[src/rtl/pwm_seq_pkg.sv]
// pwm_seq_pkg
//   Shared types for the PWM burst sequencer.
//   pwm_state_e : sequencer phase (IDLE, HIGH, LOW), encoded from the
//                 localparams below so other blocks can decode them too.

package pwm_seq_pkg;

    localparam logic [1:0] PWM_ST_IDLE = 2'b00;
    localparam logic [1:0] PWM_ST_HIGH = 2'b01;
    localparam logic [1:0] PWM_ST_LOW  = 2'b10;

    typedef enum logic [1:0] {
        IDLE = PWM_ST_IDLE,
        HIGH = PWM_ST_HIGH,
        LOW  = PWM_ST_LOW
    } pwm_state_e;

endpackage

[src/rtl/counter.sv]
// counter
//   Free-running up counter with programmable terminal value.
//   Counts up every enabled cycle. When the count reaches count_to, done
//   is raised for that cycle and the count wraps to 0 on the next edge.
//
// Ports:
//   clk       clock
//   rst       asynchronous active-high reset (count <= INIT_VAL)
//   srst      synchronous clear (count <= INIT_VAL), beats enable/wrap
//   enable    advance the count this cycle
//   count_to  terminal value
//   done      enable & (count == count_to), combinational

module counter #(
    parameter int              W        = 8,
    parameter logic [W-1:0]    INIT_VAL = '0
) (
    input  logic         clk,
    input  logic         rst,
    input  logic         srst,
    input  logic         enable,
    input  logic [W-1:0] count_to,
    output logic         done
);

    logic [W-1:0] count;

    assign done = enable && (count == count_to);

    always_ff @(posedge clk or posedge rst) begin
        if (rst) begin
            count <= INIT_VAL;
        end else if (srst) begin
            count <= INIT_VAL;
        end else if (done) begin
            count <= '0;
        end else if (enable) begin
            count <= count + 1'b1;
        end
    end

endmodule

[src/rtl/pwm_burst_sequencer.sv]
// pwm_burst_sequencer
//   Two-phase waveform generator: pwm_out high for high_len+1 cycles,
//   then low for low_len+1 cycles, repeated reps times (reps=0: until
//   stop). Phase timing comes from one counter instance whose done
//   output marks the last cycle of each phase.
//
// Ports:
//   clk, rst_n      clock, asynchronous active-low reset
//   start           burst request, taken only when start_ready=1
//   start_ready     idle indication (!busy)
//   stop            synchronous abort, highest priority
//   high_len        HIGH phase length minus one (latched on start)
//   low_len         LOW phase length minus one (latched on start)
//   reps            number of periods, 0 = endless (latched on start)
//   busy            state != IDLE
//   pwm_out         state == HIGH
//   period_tick     pulse on the final cycle of every LOW phase
//   burst_done      pulse on the final cycle of the last period
//   reps_left       periods remaining including the current one

module pwm_burst_sequencer
    import pwm_seq_pkg::*;
#(
    parameter int W = 8,
    parameter int R = 8
) (
    input  logic         clk,
    input  logic         rst_n,
    input  logic         start,
    output logic         start_ready,
    input  logic         stop,
    input  logic [W-1:0] high_len,
    input  logic [W-1:0] low_len,
    input  logic [R-1:0] reps,
    output logic         busy,
    output logic         pwm_out,
    output logic         period_tick,
    output logic         burst_done,
    output logic [R-1:0] reps_left
);

    pwm_state_e   state;
    pwm_state_e   state_d;
    logic [W-1:0] high_q;
    logic [W-1:0] low_q;
    logic [R-1:0] reps_q;
    logic [R-1:0] reps_left_q;
    logic [W-1:0] cnt_to;
    logic         cnt_srst;
    logic         cnt_done;
    logic         accept;
    logic         period_end;

    // Registered-state decodes only, so busy/pwm_out never glitch.
    assign busy        = (state != IDLE);
    assign pwm_out     = (state == HIGH);
    assign start_ready = !busy;
    assign reps_left   = reps_left_q;

    assign accept     = start && start_ready && !stop;
    assign period_end = (state == LOW) && cnt_done && !stop;

    // Holding the counter cleared in IDLE guarantees a zero count on the
    // first HIGH cycle; between phases the counter's own wrap suffices.
    assign cnt_srst = (state == IDLE) || stop;

    always_comb begin
        cnt_to = '0;
        case (state)
            HIGH:    cnt_to = high_q;
            LOW:     cnt_to = low_q;
            default: cnt_to = '0;
        endcase
    end

    counter #(
        .W        (W),
        .INIT_VAL ('0)
    ) u_counter (
        .clk      (clk),
        .rst      (!rst_n),
        .srst     (cnt_srst),
        .enable   (1'b1),
        .count_to (cnt_to),
        .done     (cnt_done)
    );

    always_comb begin
        state_d     = state;
        period_tick = 1'b0;
        burst_done  = 1'b0;
        if (stop) begin
            state_d = IDLE;
        end else begin
            case (state)
                IDLE: begin
                    if (start) state_d = HIGH;
                end
                HIGH: begin
                    if (cnt_done) state_d = LOW;
                end
                LOW: begin
                    if (cnt_done) begin
                        period_tick = 1'b1;
                        if (reps_q == '0) begin
                            state_d = HIGH;
                        end else if (reps_left_q == R'(1)) begin
                            burst_done = 1'b1;
                            state_d    = IDLE;
                        end else begin
                            state_d = HIGH;
                        end
                    end
                end
                default: state_d = IDLE;
            endcase
        end
    end

    always_ff @(posedge clk or negedge rst_n) begin
        if (!rst_n) begin
            state <= IDLE;
        end else begin
            state <= state_d;
        end
    end

    always_ff @(posedge clk or negedge rst_n) begin
        if (!rst_n) begin
            high_q <= '0;
            low_q  <= '0;
            reps_q <= '0;
        end else if (accept) begin
            high_q <= high_len;
            low_q  <= low_len;
            reps_q <= reps;
        end
    end

    // Endless mode (reps_q==0) leaves reps_left at 0; the !=0 guard keeps
    // the decrement from ever wrapping.
    always_ff @(posedge clk or negedge rst_n) begin
        if (!rst_n) begin
            reps_left_q <= '0;
        end else if (stop) begin
            reps_left_q <= '0;
        end else if (accept) begin
            reps_left_q <= reps;
        end else if (period_end && (reps_q != '0) && (reps_left_q != '0)) begin
            reps_left_q <= reps_left_q - 1'b1;
        end
    end

endmodule

[config.mk]
export PLATFORM = sky130hd
export DESIGN_NAME = pwm_burst_sequencer
export DESIGN_NICKNAME = d
export VERILOG_FILES = /design/src/rtl/pwm_seq_pkg.sv /design/src/rtl/counter.sv /design/src/rtl/pwm_burst_sequencer.sv
export SDC_FILE = /design/constraint.sdc
export NUM_CORES = 1
export LEC_CHECK = 0
export ABC_AREA = 1
export CORE_ASPECT_RATIO = 1.1
export CORE_MARGIN = 2
export CORE_UTILIZATION = 63
export CTS_CLUSTER_SIZE = 14
export DETAILED_ROUTE_END_ITERATION = 10
export DONT_BUFFER_PORTS = 1
export PLACE_DENSITY = 0.79
export SLEW_MARGIN = 5
export SYNTH_ARGS = -nofsm -noshare
export SYNTH_HDL_FRONTEND = slang
export SYNTH_SLANG_ARGS = --single-unit
[constraint.sdc]
create_clock -name clk -period 2.73 [get_ports clk]
set_clock_uncertainty 0.05 [all_clocks]
set_input_delay 0.6825 -clock clk [delete_from_list [all_inputs] [get_ports clk]]
set_output_delay 0.6825 -clock clk [all_outputs]
set_load 0.005 [all_outputs]
==> results by group <==
CTS
  – Clk_lat worst skew: 0.31 ns
  – Clk sink count: 42
  – Clock Pin Slew Worst Setup and Hold Paths: 0.08 ns
  – H-Tree Depth: 2
  – CTS Root Cell: clkbuf_8
  – Number of buffers created by CTS: 5
  – CTS tree: built
  – Maximum root-to-sink buffer count: 2

Die
  – CORE AREA: 3650 µm²
  – Row count: 23
  – I/O Pins: 41
  – DIE HEIGHT: 68.7 µm
  – Die area: 4320 µm²
  – DIE WIDTH: 62.8 µm
  – Starting Density: 65.6%

STA
  – Min cycle time layout: 2.65 ns
  – Fmax: 0.378 GHz
  – Setup TNS: 0 ns
  – Slew of the pin with the lowest slew margin: 0.640 ns
  – Final Max Slew Viols: 0
  – WHS: 0.00900 ns
  – Fin. Hold Viols: 0
  – Final setup margin: 0.0829 ns
  – Normalized max-slew margin: 57.2%
  – Tcrit/Tclk final: 97.0%
  – Final Setup Violations: 0

Placed design
  – Post-Place Setup Slack: 0.160 ns
  – Dpl cells: 371
  – Gpl congestion: 0.873
  – PortBufs: 0
  – Post-DP HPWL: 3.58 mm

Finish
  – Non-Filler Instances: 386
  – P&R area growth vs syn: 9.76%
  – Share of layout cells above drive strength 1: 11.9%
  – Final nets: 370
  – Diodes inserted: 0

Detailed routing
  – Vias per cell: 5.38
  – Met1 WL: 2.11 mm
  – Remaining design rule violation count: 0
  – Initial DRC count: 106
  – Final WL: 5.32 mm
  – Number of vias in the routed layout: 2078
  – WL met2: 2.76 mm
  – Initial DRT Pass Iterations: 4
  – Final ANT Viol Nets: 0
  – Wire length on met3: 244 µm
  – Uppermost layer routed: met4
  – Routed wire length per instance: 13.8 µm

Setup path
  – Worst Path Arrival: 1.91 ns
  – Worst Setup Start Kind: register
  – CP endpoint kind: output pin
  – Setup Crit Path Kind: reg2out
  – Worst Path Max Fanout: 6
  – Worst Path Required: 2.00 ns

Logic synthesis
  – Ys Warns: 0
  – Post-synthesis sequential area ratio: 43.8%
  – Syn Nets: 364
  – Synth Register Bits: 42
  – Synth Instances: 329
  – Synth unique cells: 26
  – Syn_area_per_cell: 7.29 µm²
  – Cell Area, Synth: 2400 µm²

Hold path
  – Worst Hold Class: in2async

Global route
  – Total congestion overflow: 0
  – Largest net degree at the start of global routing: 43
  – Overall fraction of global-route tracks in use: 25.3%
  – Initial antenna violation count: 0
  – Number of global-route vias before repair: 1956
  – First-pass GRT wire length: 8.34 mm

Power and ir drop
  – Pwr Total: 2.78 mW
  – Lkg Pwr: 1.34 nW
  – VDD IR max: 0.564 mV
  – PD cells: 1060 nW/µm²

Flow run
  – Maxcap violations: 0

Status
  – Outcome: completed
[cell families (layout without fill, tap and decap cells)]
kind of cell    Yosys count  count (layout)  synth area share (%)
compound gates           24              24                  5.17
xor+xnor                  6               6                  2.19
fa+ha+maj                 7               7                  3.65
buf+inv                  48              55                  8.92
flops                    42              42                  43.8
simple gates            202             202                  36.2
[per-layer routing]
metal / GRT usage, % / up-vias
li1: - / 1028
met1: 27.0 / 971
met2: 46.2 / 59
met3: 6.49 / 20
met4: 15.0 / 0
met5: 0 / -
[cells in the final DEF, fill, tap and decap left out, types with 2 or more instances in the layout]
master and instances:
nand3_1 23, o21ai_0 16, clkbuf_8 5, dfrtp_2 2, inv_2 4, nand4_1 3
buf_4 5, nor3_1 5, inv_1 33, xor2_1 2, nand2_2 3, a21oi_1 6
nand2_1 141, nor2_1 17, ha_1 4, buf_6 3, ha_4 3, xnor2_1 4
dfrtp_1 40, nor2_4 3
[path summary, 6_finish.rpt]
kind                                from                 end  slack, ns  cells past startpoint
min in group clk                low_q[6]            low_q[6]       0.43                      2
max in group asynchronous          rst_n           reps_q[7]       1.44                      1
worst min register to register  low_q[6]            low_q[6]       0.43                      2
worst max-delay path            state[1]          burst_done       0.08                     12
worst min-delay path               rst_n        reps_left[1]      0.009                      0
worst max register to register  state[1]  u_counter.count[3]       0.58                     14
[cell usage after synthesis, drive strengths merged]
| cell | number | share of area, % |
|---|---|---|
| xnor2 | 4 | 1.5 |
| nand2 | 145 | 23 |
| nor3 | 6 | 1.7 |
| nand3 | 25 | 5.4 |
| or2 | 1 | 0.26 |
| a21oi | 6 | 1.3 |
| dfrtp | 42 | 44 |
| nor2 | 21 | 4.0 |
| o21ai | 18 | 3.9 |
| ha | 7 | 3.7 |
| nand4 | 4 | 1.7 |
| clkbuf | 3 | 0.47 |
| inv | 38 | 6.0 |
| xor2 | 2 | 0.73 |
| buf | 7 | 2.5 |
[per-stage QoR]
stage          utilization [%]  area [µm²]
6_report                  72.0        2630
2_1_floorplan                -        2400
5_1_grt                   72.0        2630
3_3_place_gp              65.8        2400
3_5_place_dp              65.8        2400
4_1_cts                   69.4        2530
[power by group]
part	switching (mW)	total, mW	internal, mW
clock	0.235	0.419	0.184
sequential	0.180	1.05	0.867
combinational	0.801	1.31	0.513
[sequential cells by signal, indices dropped and copies added, names as in the netlist]
register / cells
high_q: 8
reps_q: 8
state: 2
u_counter.count: 8
reps_left: 8
low_q: 8
[worst max-delay path: stages (launching register included)]
cell     delay [ns]
dfrtp_2        0.45
buf_6          0.14
ha_4           0.17
buf_6          0.13
nand2_1        0.06
nand2_1        0.07
nand2_1        0.06
nand2_1        0.05
nand2_1        0.07
nand2_2        0.06
nor2_4         0.12
nand3_4        0.09
nor2_4         0.13
[timing repair]
item                                    in CTS  in global routing
pin swaps                                    0                  6
gates resized for setup                      7                 17
hold buffers                                 0                  1
endpoints found under the setup margin       2                  2
endpoints found under the hold margin        0                 15
setup buffers                                0                  6
[layout make-up]
class	instances	area [µm²]
flip-flops and latches	42	1050
clock buffers	5	68.8
repair buffers	9	81.3
multi-input cells	239	1190
fillers	312	1020
well taps	50	62.6
clock inverters	3	25.0
inverters	38	145
(Power assumes the default switching activity.)
